`config.mk`:
```
export PLATFORM = sky130hd
export DESIGN_NAME = mem_port_arbiter
export DESIGN_NICKNAME = d
export VERILOG_FILES = /design/src/rtl/mem_port_arbiter.sv
export SDC_FILE = /design/constraint.sdc
export NUM_CORES = 1
export LEC_CHECK = 0
export ABC_AREA = 1
export BUFFER_PORTS_ARGS = -buffer_cell sky130_fd_sc_hd__buf_2
export CAP_MARGIN = 20
export CORE_AREA = 2 2 106 108
export DETAILED_ROUTE_END_ITERATION = 8
export DIE_AREA = 0 0 108 110
export PLACE_DENSITY = 0.55
export REMOVE_ABC_BUFFERS = 1
export SLEW_MARGIN = 10
export SYNTH_ARGS = -nofsm -noshare
export SYNTH_HDL_FRONTEND = slang
export SYNTH_SLANG_ARGS = --single-unit
```
`constraint.sdc`:
```
create_clock -name clk -period 1.73 [get_ports clk]
set_input_delay 0.346 -clock clk [delete_from_list [all_inputs] [get_ports clk]]
set_output_delay 0.346 -clock clk [all_outputs]
set_load 0.02 [all_outputs]
```
`src/rtl/mem_port_arbiter.sv`:
```
// rtl/mem_port_arbiter.sv - fetch/load-store arbiter for one single-port unified memory
//
// Purpose: shares one memory between the instruction-fetch path and the
// load/store path. At most one access is outstanding. Its response is routed
// back to the requester that owns it. Data requests have fixed priority over
// fetch. An optional starvation guard forces a waiting fetch ahead after
// STARVE_LIMIT consecutive data grants.
//
// Build option: MINIRV_ARB_STARVE_GUARD_EN enables the starvation guard.
// When it is undefined, data strictly wins and STARVE_LIMIT is ignored.
//
// Parameters:
//   LATENCY       cycles from mem_en to valid mem_rdata (1..4)
//   STARVE_LIMIT  data grants a pending fetch tolerates (1..15)
//
// Ports:
//   clk, reset                         clock, synchronous active-high reset
//   if_req/if_addr                     fetch request, byte address
//   if_gnt                             fetch accepted this cycle (combinational)
//   if_rvalid/if_rdata                 fetch response pulse and data
//   d_req/d_we/d_addr/d_wdata/d_wstrb  load/store request
//   d_gnt                              data accepted this cycle (combinational)
//   d_rvalid/d_rdata                   data response pulse, load data (0 for stores)
//   mem_en/mem_we/mem_addr/
//   mem_wdata/mem_wstrb                memory access issued this cycle
//   mem_rdata                          memory read data, LATENCY cycles after mem_en

module mem_port_arbiter #(
  parameter int unsigned LATENCY      = 1,
  parameter int unsigned STARVE_LIMIT = 3
) (
  input  logic        clk,
  input  logic        reset,
  input  logic        if_req,
  input  logic [31:0] if_addr,
  output logic        if_gnt,
  output logic        if_rvalid,
  output logic [31:0] if_rdata,
  input  logic        d_req,
  input  logic        d_we,
  input  logic [31:0] d_addr,
  input  logic [31:0] d_wdata,
  input  logic [3:0]  d_wstrb,
  output logic        d_gnt,
  output logic        d_rvalid,
  output logic [31:0] d_rdata,
  output logic        mem_en,
  output logic        mem_we,
  output logic [31:0] mem_addr,
  output logic [31:0] mem_wdata,
  output logic [3:0]  mem_wstrb,
  input  logic [31:0] mem_rdata
);

  typedef enum logic {ST_IDLE, ST_BUSY} state_t;
  typedef enum logic {OWN_IF, OWN_D} owner_t;

  localparam logic [1:0]  LAT_LAST  = 2'(LATENCY - 1);
  localparam logic [31:0] WORD_MASK = 32'hFFFF_FFFC;

  state_t     state_q, state_d;
  owner_t     owner_q, owner_d;
  logic       is_write_q, is_write_d;
  logic [1:0] lat_q, lat_d;

  logic resp_cycle;
  logic resp_ok;
  logic can_issue;
  logic forced_fetch;
  logic grant_if;
  logic grant_d;

  // The response cycle of the outstanding access is also a free issue slot,
  // which is what lets LATENCY=1 sustain one grant per cycle.
  assign resp_cycle = (state_q == ST_BUSY) && (lat_q == LAT_LAST);
  assign can_issue  = (state_q == ST_IDLE) || resp_cycle;

`ifdef MINIRV_ARB_STARVE_GUARD_EN
  localparam logic [3:0] STARVE_MAX = 4'(STARVE_LIMIT);

  logic [3:0] starve_q, starve_d;

  assign forced_fetch = if_req && (starve_q == STARVE_MAX);

  // Counts data grants that overtook a waiting fetch; a withdrawn or
  // served fetch starts the count over.
  always_comb begin
    starve_d = starve_q;
    if (!if_req || grant_if) begin
      starve_d = 4'd0;
    end else if (grant_d && (starve_q < STARVE_MAX)) begin
      starve_d = starve_q + 4'd1;
    end
  end

  always_ff @(posedge clk) begin
    if (reset) begin
      starve_q <= 4'd0;
    end else begin
      starve_q <= starve_d;
    end
  end
`else
  assign forced_fetch = 1'b0;
`endif

  // Grants are masked during reset so nothing reaches memory while the
  // state is being cleared.
  assign grant_d  = !reset && can_issue && d_req && !forced_fetch;
  assign grant_if = !reset && can_issue && if_req && (forced_fetch || !d_req);

  assign if_gnt    = grant_if;
  assign d_gnt     = grant_d;
  assign mem_en    = grant_if || grant_d;
  assign mem_we    = grant_d && d_we;
  assign mem_addr  = grant_d  ? (d_addr & WORD_MASK) :
                     grant_if ? (if_addr & WORD_MASK) : 32'd0;
  assign mem_wdata = grant_d ? d_wdata : 32'd0;
  assign mem_wstrb = (grant_d && d_we) ? d_wstrb : 4'b0000;

  // A reset in the response cycle drops the access, so no pulse escapes.
  assign resp_ok   = resp_cycle && !reset;
  assign if_rvalid = resp_ok && (owner_q == OWN_IF);
  assign d_rvalid  = resp_ok && (owner_q == OWN_D);
  assign if_rdata  = if_rvalid ? mem_rdata : 32'd0;
  assign d_rdata   = (d_rvalid && !is_write_q) ? mem_rdata : 32'd0;

  always_comb begin
    state_d    = state_q;
    lat_d      = lat_q;
    owner_d    = owner_q;
    is_write_d = is_write_q;
    if (grant_if || grant_d) begin
      state_d    = ST_BUSY;
      lat_d      = 2'd0;
      owner_d    = grant_d ? OWN_D : OWN_IF;
      is_write_d = grant_d && d_we;
    end else if (state_q == ST_BUSY) begin
      if (lat_q == LAT_LAST) begin
        state_d = ST_IDLE;
      end else begin
        lat_d = lat_q + 2'd1;
      end
    end
  end

  always_ff @(posedge clk) begin
    if (reset) begin
      state_q    <= ST_IDLE;
      lat_q      <= 2'd0;
      owner_q    <= OWN_IF;
      is_write_q <= 1'b0;
    end else begin
      state_q    <= state_d;
      lat_q      <= lat_d;
      owner_q    <= owner_d;
      is_write_q <= is_write_d;
    end
  end

endmodule

```
# [Yosys cells after proc, flatten, opt, wreduce, memory -nomap -nowiden]
# Index checks and enable logic that the tools add are counted.
[op_classes] addsub=1 muxes=10 bitwise=3 n_reduce_logical=18
[ops] cell="32-bit 2-to-1 mux" count=5
[ops] cell="1-bit logical AND" count=10
[ops] cell="1-bit 2-to-1 mux" count=4
[ops] cell="4-bit 2-to-1 mux" count=1
[ops] cell="1-bit logical NOT" count=3
[ops] cell="1-bit NOT" count=3
[ops] cell="2-bit by 1-bit adder with 2-bit output (second input constant)" count=1
[ops] cell="2-bit logical NOT" count=1
[ops] cell="1-bit logical OR" count=2
[ops] cell="2-bit AND reduction" count=1
[ops] cell="2-bit OR reduction" count=1
[totals] ff_bits=5 in_bits=137 output_inout_bits=138 word_cells=36

# [Depth between registers and ports, before layout]
[depth] word_depth=8 depth_mapped=9 mapped_depth_nobuf=8

# [Worst setup path before layout]
# Ideal clock, no wire load.
[synth_timing] path_kind="register to output" start="reg lat_q[0]" end="out d_rdata[10]" arrival_ns=1.429 t_required_ns=1.384 path_slack_ns=-0.045 stages_incl_launch_ff=8 n_path_buf=1 cell_sequence="dfxtp_1 inv_1 ha_1 nand3_1 nor2_2 nand2_2 buf_6 nor2_1"
[synth_via] elab_chain_len=6
[synth_rtl] element="start: declaration" line="64" rtl="logic [1:0] lat_q, lat_d;"
[synth_rtl] element="start signal: assignment" line="155" rtl="lat_q <= lat_d;"
[synth_rtl] element="2-bit logical NOT" line="75" rtl="assign resp_cycle = (state_q == ST_BUSY) && (lat_q == LAT_LAST);"
[synth_rtl] element="1-bit logical AND" line="75"
[synth_rtl] element="1-bit logical AND" line="122" rtl="assign resp_ok = resp_cycle && !reset;"
[synth_rtl] element="1-bit logical AND" line="124" rtl="assign d_rvalid = resp_ok && (owner_q == OWN_D);"
[synth_rtl] element="named net d_rvalid" line="45" rtl="output logic d_rvalid,"
[synth_rtl] element="1-bit logical AND" line="126" rtl="assign d_rdata = (d_rvalid && !is_write_q) ? mem_rdata : 32'd0;"
[synth_rtl] element="32-bit 2-to-1 mux" line="126"
[synth_rtl] element="end: declaration" line="46" rtl="output logic [31:0] d_rdata,"
# The timed path passes the listed nets, and every way through them passes these cells.

# [Final worst setup path]
[layout_timing] start="reg lat_q[1]" end="out d_rdata[7]"
[layout_via] elab_chain_len=6
[layout_rtl] element="2-bit logical NOT" line="75"
[layout_rtl] element="1-bit logical AND" line="75"
[layout_rtl] element="1-bit logical AND" line="122"
[layout_rtl] element="1-bit logical AND" line="124"
[layout_rtl] element="1-bit logical AND" line="126"
[layout_rtl] element="32-bit 2-to-1 mux" line="126"
# Every way passes these cells.

==> results.env <==
RUN_STATUS='finished with violations'
FAILED_CHECKS='setup timing'
REMAINING_DESIGN_RULE_VIOLATION_COUNT=0
PLACED_CELLS_INCL_TAPS=730
DIE_H_UM=110
CLOCK_INSERTION_DELAY_WORST_SKEW_NS=0.22
DIE_WIDTH_UM=108
CRITICAL_PATH.STARTPOINT='lat_q[1]$_SDFFE_PP0P_'
BUFFER_PORTS.INSERTED=268
FINAL_CRITICAL_PATH_SETUP_SLACK_NS=-0.2317
WORSTSETUPSTARTPOINTTYPE='flop'
GRT_ANTENNA_BEFORE_REPAIR=0
TIMING.FINAL.HOLD_VIOLATIONS=0
CLOCK_PIN_SLEW_REPORTED_FOR_THE_WORST_SETUP_AND_HOLD_PATHS_AFTER_CLOCK_TREE_SYNTHESIS_NS=0.03
TIMING.CRITICAL_PATH.ARRIVAL_NS=1.62
DRT-TOTAL-WL_UM=8987
SYNTH-MAIN-FF-CELL='sky130_fd_sc_hd__dfxtp_1'
TOTAL_VIA_COUNT_AFTER_DETAILED_ROUTING=2808
GR-USAGE-ALL-LAYERS_PCT=11.80
VIAS_PER_INST=3.759
POWER.NET_SWITCHING_mW=0.5079
CTS-BUFFERS-INSERTED=3
CLKPWRFRAC_PCT=18.5
SYN_AVG_CELL_AREA_UM2=4.462
SYNTH_WARNINGS=0
WL_PER_CELL_UM=12.03
FRACTION_OF_LAYOUT_CELLS_WITH_A_SIZE_SUFFIX_ABOVE_1_PCT=71.33
SEQUENTIAL_CELL_AREA_UM2=102.6
CRIT_SHARE_POST_ROUTE_PCT=113.4
PWR-SHARE-COMB_PCT=70.8
NETLIST.AREA_LEADER.SHARE_PCT=25.40
NETSWITCHINGFRACTION_PCT=43.39
CTS_MAX_LEVEL=1
MAXCAPVIOLATIONS=0
SYNTH.TOP_CELLS.BY_AREA='sky130_fd_sc_hd__nand2_1 25%, sky130_fd_sc_hd__nor2_1 25%, sky130_fd_sc_hd__inv_1 21%'
CTS_ROOT_BUFFER_TYPE='sky130_fd_sc_hd__clkbuf_8'
REPORT.FINAL.SLEW_VIOL_COUNT=0
HP-CLASS='in2reg'
YOSYS_REGISTER_BITS=5
FLOORPLAN.CORE_AREA_UM2=10700
DIE_AR_UM2=11880
GRT_MAX_DEGREE=34
SYN_TO_FINAL_GROWTH_PCT=204.1
MAX_CLOCK_FREQ_GHz=0.5098
TOTAL_HALF_PERIMETER_WIRELENGTH_AFTER_LEGALIZATION_AND_DETAILED_PLACEMENT_UM=6454
NUMBER_OF_DIODES_ADDED_FOR_ANTENNA_FIXING=0
POWER_PER_CELL_AREA_nW_PER_UM2=271.3
ROUTABILITYCONGESTION=0.6948
DETAIL-ROUTE-ANTENNA-NETS=0
MAPPEDNETLISTAREA_UM2=1419
POST_LAYOUT_INSTANCE_COUNT_EXCLUDING_FILLER_CELLS=747
CTS_TREE='yes'
CTS.SINK_COUNT=5
WORST_IR_DROP_VDD_uV=132.2
FLOORPLAN.IO_PINS=275
TOTAL_LEAKAGE_POWER_nW=2.615
TIMING.CRITICAL_PATH.REQUIRED_NS=1.38
CRITICAL_PATH.ENDPOINT_TYPE='output pin'
LAYOUT.FILLER_CELLS=1085
SETUP_VIOL=135
FIRST_ITER_VIOLATIONS=120
DR.PASS1.ITERS=4
GRT_PASS1_WL_UM=10940
SYN_INST=318
SEQPWRFRAC_PCT=10.7
SYNTH_TOP_CELL_BY_AREA='sky130_fd_sc_hd__nand2_1'
SYNTH-SEQ-AREA-SHARE_PCT=7.055
FIN_SKEW_NS=0.0001605
NETS=746
PLACEMENTROWS=38
INTPOWER_mW=0.6626
RSZ0062_AT_GRT='true'
CTS.PATH.MAX_BUFFERS=2
REG2REG_FROM='lat_q[1]$_SDFFE_PP0P_'
GLOBAL_ROUTE.OVERFLOW_TOTAL=0
DPL-INSTANCE-AREA_UM2=2990
LARGEST_DRIVER_FANOUT_ON_THE_CRITICAL_PATH=8
FOOTPRINT_OF_THE_MULTI_INPUT_GATES_UM2=1349
YS_ASYNC_SR_FRACTION_PCT=0
R2R_SLACK_NS=0.07
UNIQUE_MASTERS_POST_SYNTH=21
PATH_CLASS='reg2out'
SYNTH_ENABLE_FLOP_CELLS=0
START_UTIL_PCT=13.26
MIN_PERIOD_NS=1.962
FIN_AREA_UM2=4314
HOLD_PATH_STARTPOINT='reset'
NUMBER_OF_GLOBAL_ROUTE_VIAS_BEFORE_REPAIR=2395
==> what timing repair did <==
item                       CTS  global route
pin swaps                   25            11
buffers inserted             4             2
cloned                       4             3
resized for setup          234           143
hold buffers                 0             0
setup endpoints to repair  134           136
==> placed cells by master (no fill, tap or decap) <==
cell type                   netlist  final
sky130_fd_sc_hd__nor2_4           1     24
sky130_fd_sc_hd__conb_1           1      2
sky130_fd_sc_hd__clkbuf_16        0      2
sky130_fd_sc_hd__buf_2            6    141
sky130_fd_sc_hd__nand2_1         96     35
sky130_fd_sc_hd__inv_1           79     76
sky130_fd_sc_hd__nand3_1          4      2
sky130_fd_sc_hd__nand4_1          1      1
sky130_fd_sc_hd__o21ai_0          1      1
sky130_fd_sc_hd__o211ai_1         1      1
sky130_fd_sc_hd__ha_4             0      1
sky130_fd_sc_hd__buf_4            8     66
sky130_fd_sc_hd__inv_8            0      4
sky130_fd_sc_hd__clkbuf_1         0      1
sky130_fd_sc_hd__nand2_2          1     53
sky130_fd_sc_hd__nand3_4          1      3
sky130_fd_sc_hd__inv_4            0      2
sky130_fd_sc_hd__buf_12           0      4
sky130_fd_sc_hd__buf_6            3     85
sky130_fd_sc_hd__a21oi_1          1      1
sky130_fd_sc_hd__inv_2            3      3
sky130_fd_sc_hd__dfxtp_1          5      3
sky130_fd_sc_hd__dfxtp_2          0      2
sky130_fd_sc_hd__clkbuf_8         0      3
sky130_fd_sc_hd__nand2_4          1     10
sky130_fd_sc_hd__nor2_2          10     30
sky130_fd_sc_hd__xor2_1           1      1
sky130_fd_sc_hd__nor2_1          93     50
==> metrics by stage <==
step	utilization (%)	setup TNS (ns)	setup WS [ns]	total power [mW]	hold slack, ns
floorplan	-	-28.52	-0.4680	0.4121	0.4151
global route	40.33	-27.91	-0.2912	1.251	0.4099
CTS	34.98	-18.17	-0.2169	1.089	0.3956
global placement	27.95	-5.404	-0.1914	0.7196	0.4724
detailed placement	27.95	-4.283	-0.1603	0.7220	0.4765
finish	40.33	-18.77	-0.2317	1.170	0.3978
==> registers in the layout (all words and copies together), names as in the netlist <==
name / flops
owner_q: 1
lat_q: 2
state_q: 1
is_write_q: 1
==> cells in the mapped netlist, types with 3 or more instances <==
| master | number |
|---|---|
| sky130_fd_sc_hd__nand2_1 | 96 |
| sky130_fd_sc_hd__nor2_1 | 93 |
| sky130_fd_sc_hd__inv_1 | 79 |
| sky130_fd_sc_hd__nor2_2 | 10 |
| sky130_fd_sc_hd__buf_4 | 8 |
| sky130_fd_sc_hd__buf_2 | 6 |
| sky130_fd_sc_hd__dfxtp_1 | 5 |
| sky130_fd_sc_hd__nand3_1 | 4 |
| sky130_fd_sc_hd__buf_6 | 3 |
| sky130_fd_sc_hd__inv_2 | 3 |
==> power by group through the flow <==
stage | clock network (mW) | logic [mW] | registers [mW]
2_1_floorplan | 0 | 0.287 | 0.125
3_3_place_gp | 0 | 0.594 | 0.126
3_5_place_dp | 0 | 0.596 | 0.126
4_1_cts | 0.224 | 0.740 | 0.124
5_1_grt | 0.235 | 0.889 | 0.126
6_report | 0.217 | 0.829 | 0.125
==> cell families (layout without fill, tap and decap cells) <==
group	after synthesis	in the layout	synth area share (%)
compound gates	3	3	1.234
xor+xnor	1	1	0.6174
fa+ha+maj	1	1	0.8817
buf+inv	99	387	30.42
flops	5	5	7.055
other cells	1	2	0.2643
simple gates	208	208	59.52
==> layer usage <==
layer | wire (µm) | track usage, %
met1 | 2964 | 11.30
met2 | 5051 | 24.35
met3 | 861 | 2.528
met4 | 109 | 4.396
met5 | 0 | 0
==> final timing paths <==
kind	end	depth (start not counted)
setup / recovery	d_rdata[7]	9
hold / removal	state_q$_SDFF_PP0_	3
setup reg to reg	lat_q[1]$_SDFFE_PP0P_	13
hold reg to reg	is_write_q$_SDFFE_PP0P_	2
==> final cells by class <==
class	instances	share of cell area (%)
clock buffers	4	1.044
inverters	82	7.541
multi-input cells	215	31.26
flip-flops and latches	5	2.378
well taps	140	4.060
repair buffers	298	53.05
repair inverters	3	0.6671
==> critical path, stage by stage (launching register included) <==
cell and delay (ns):
sky130_fd_sc_hd__dfxtp_2 0.31, sky130_fd_sc_hd__inv_2 0.06, sky130_fd_sc_hd__ha_4 0.15, sky130_fd_sc_hd__buf_6 0.10, sky130_fd_sc_hd__nand3_4 0.07, sky130_fd_sc_hd__nor2_4 0.14
sky130_fd_sc_hd__nand2_4 0.10, sky130_fd_sc_hd__clkbuf_16 0.19, sky130_fd_sc_hd__nor2_4 0.13, sky130_fd_sc_hd__buf_6 0.13
(Power assumes the default switching activity.)
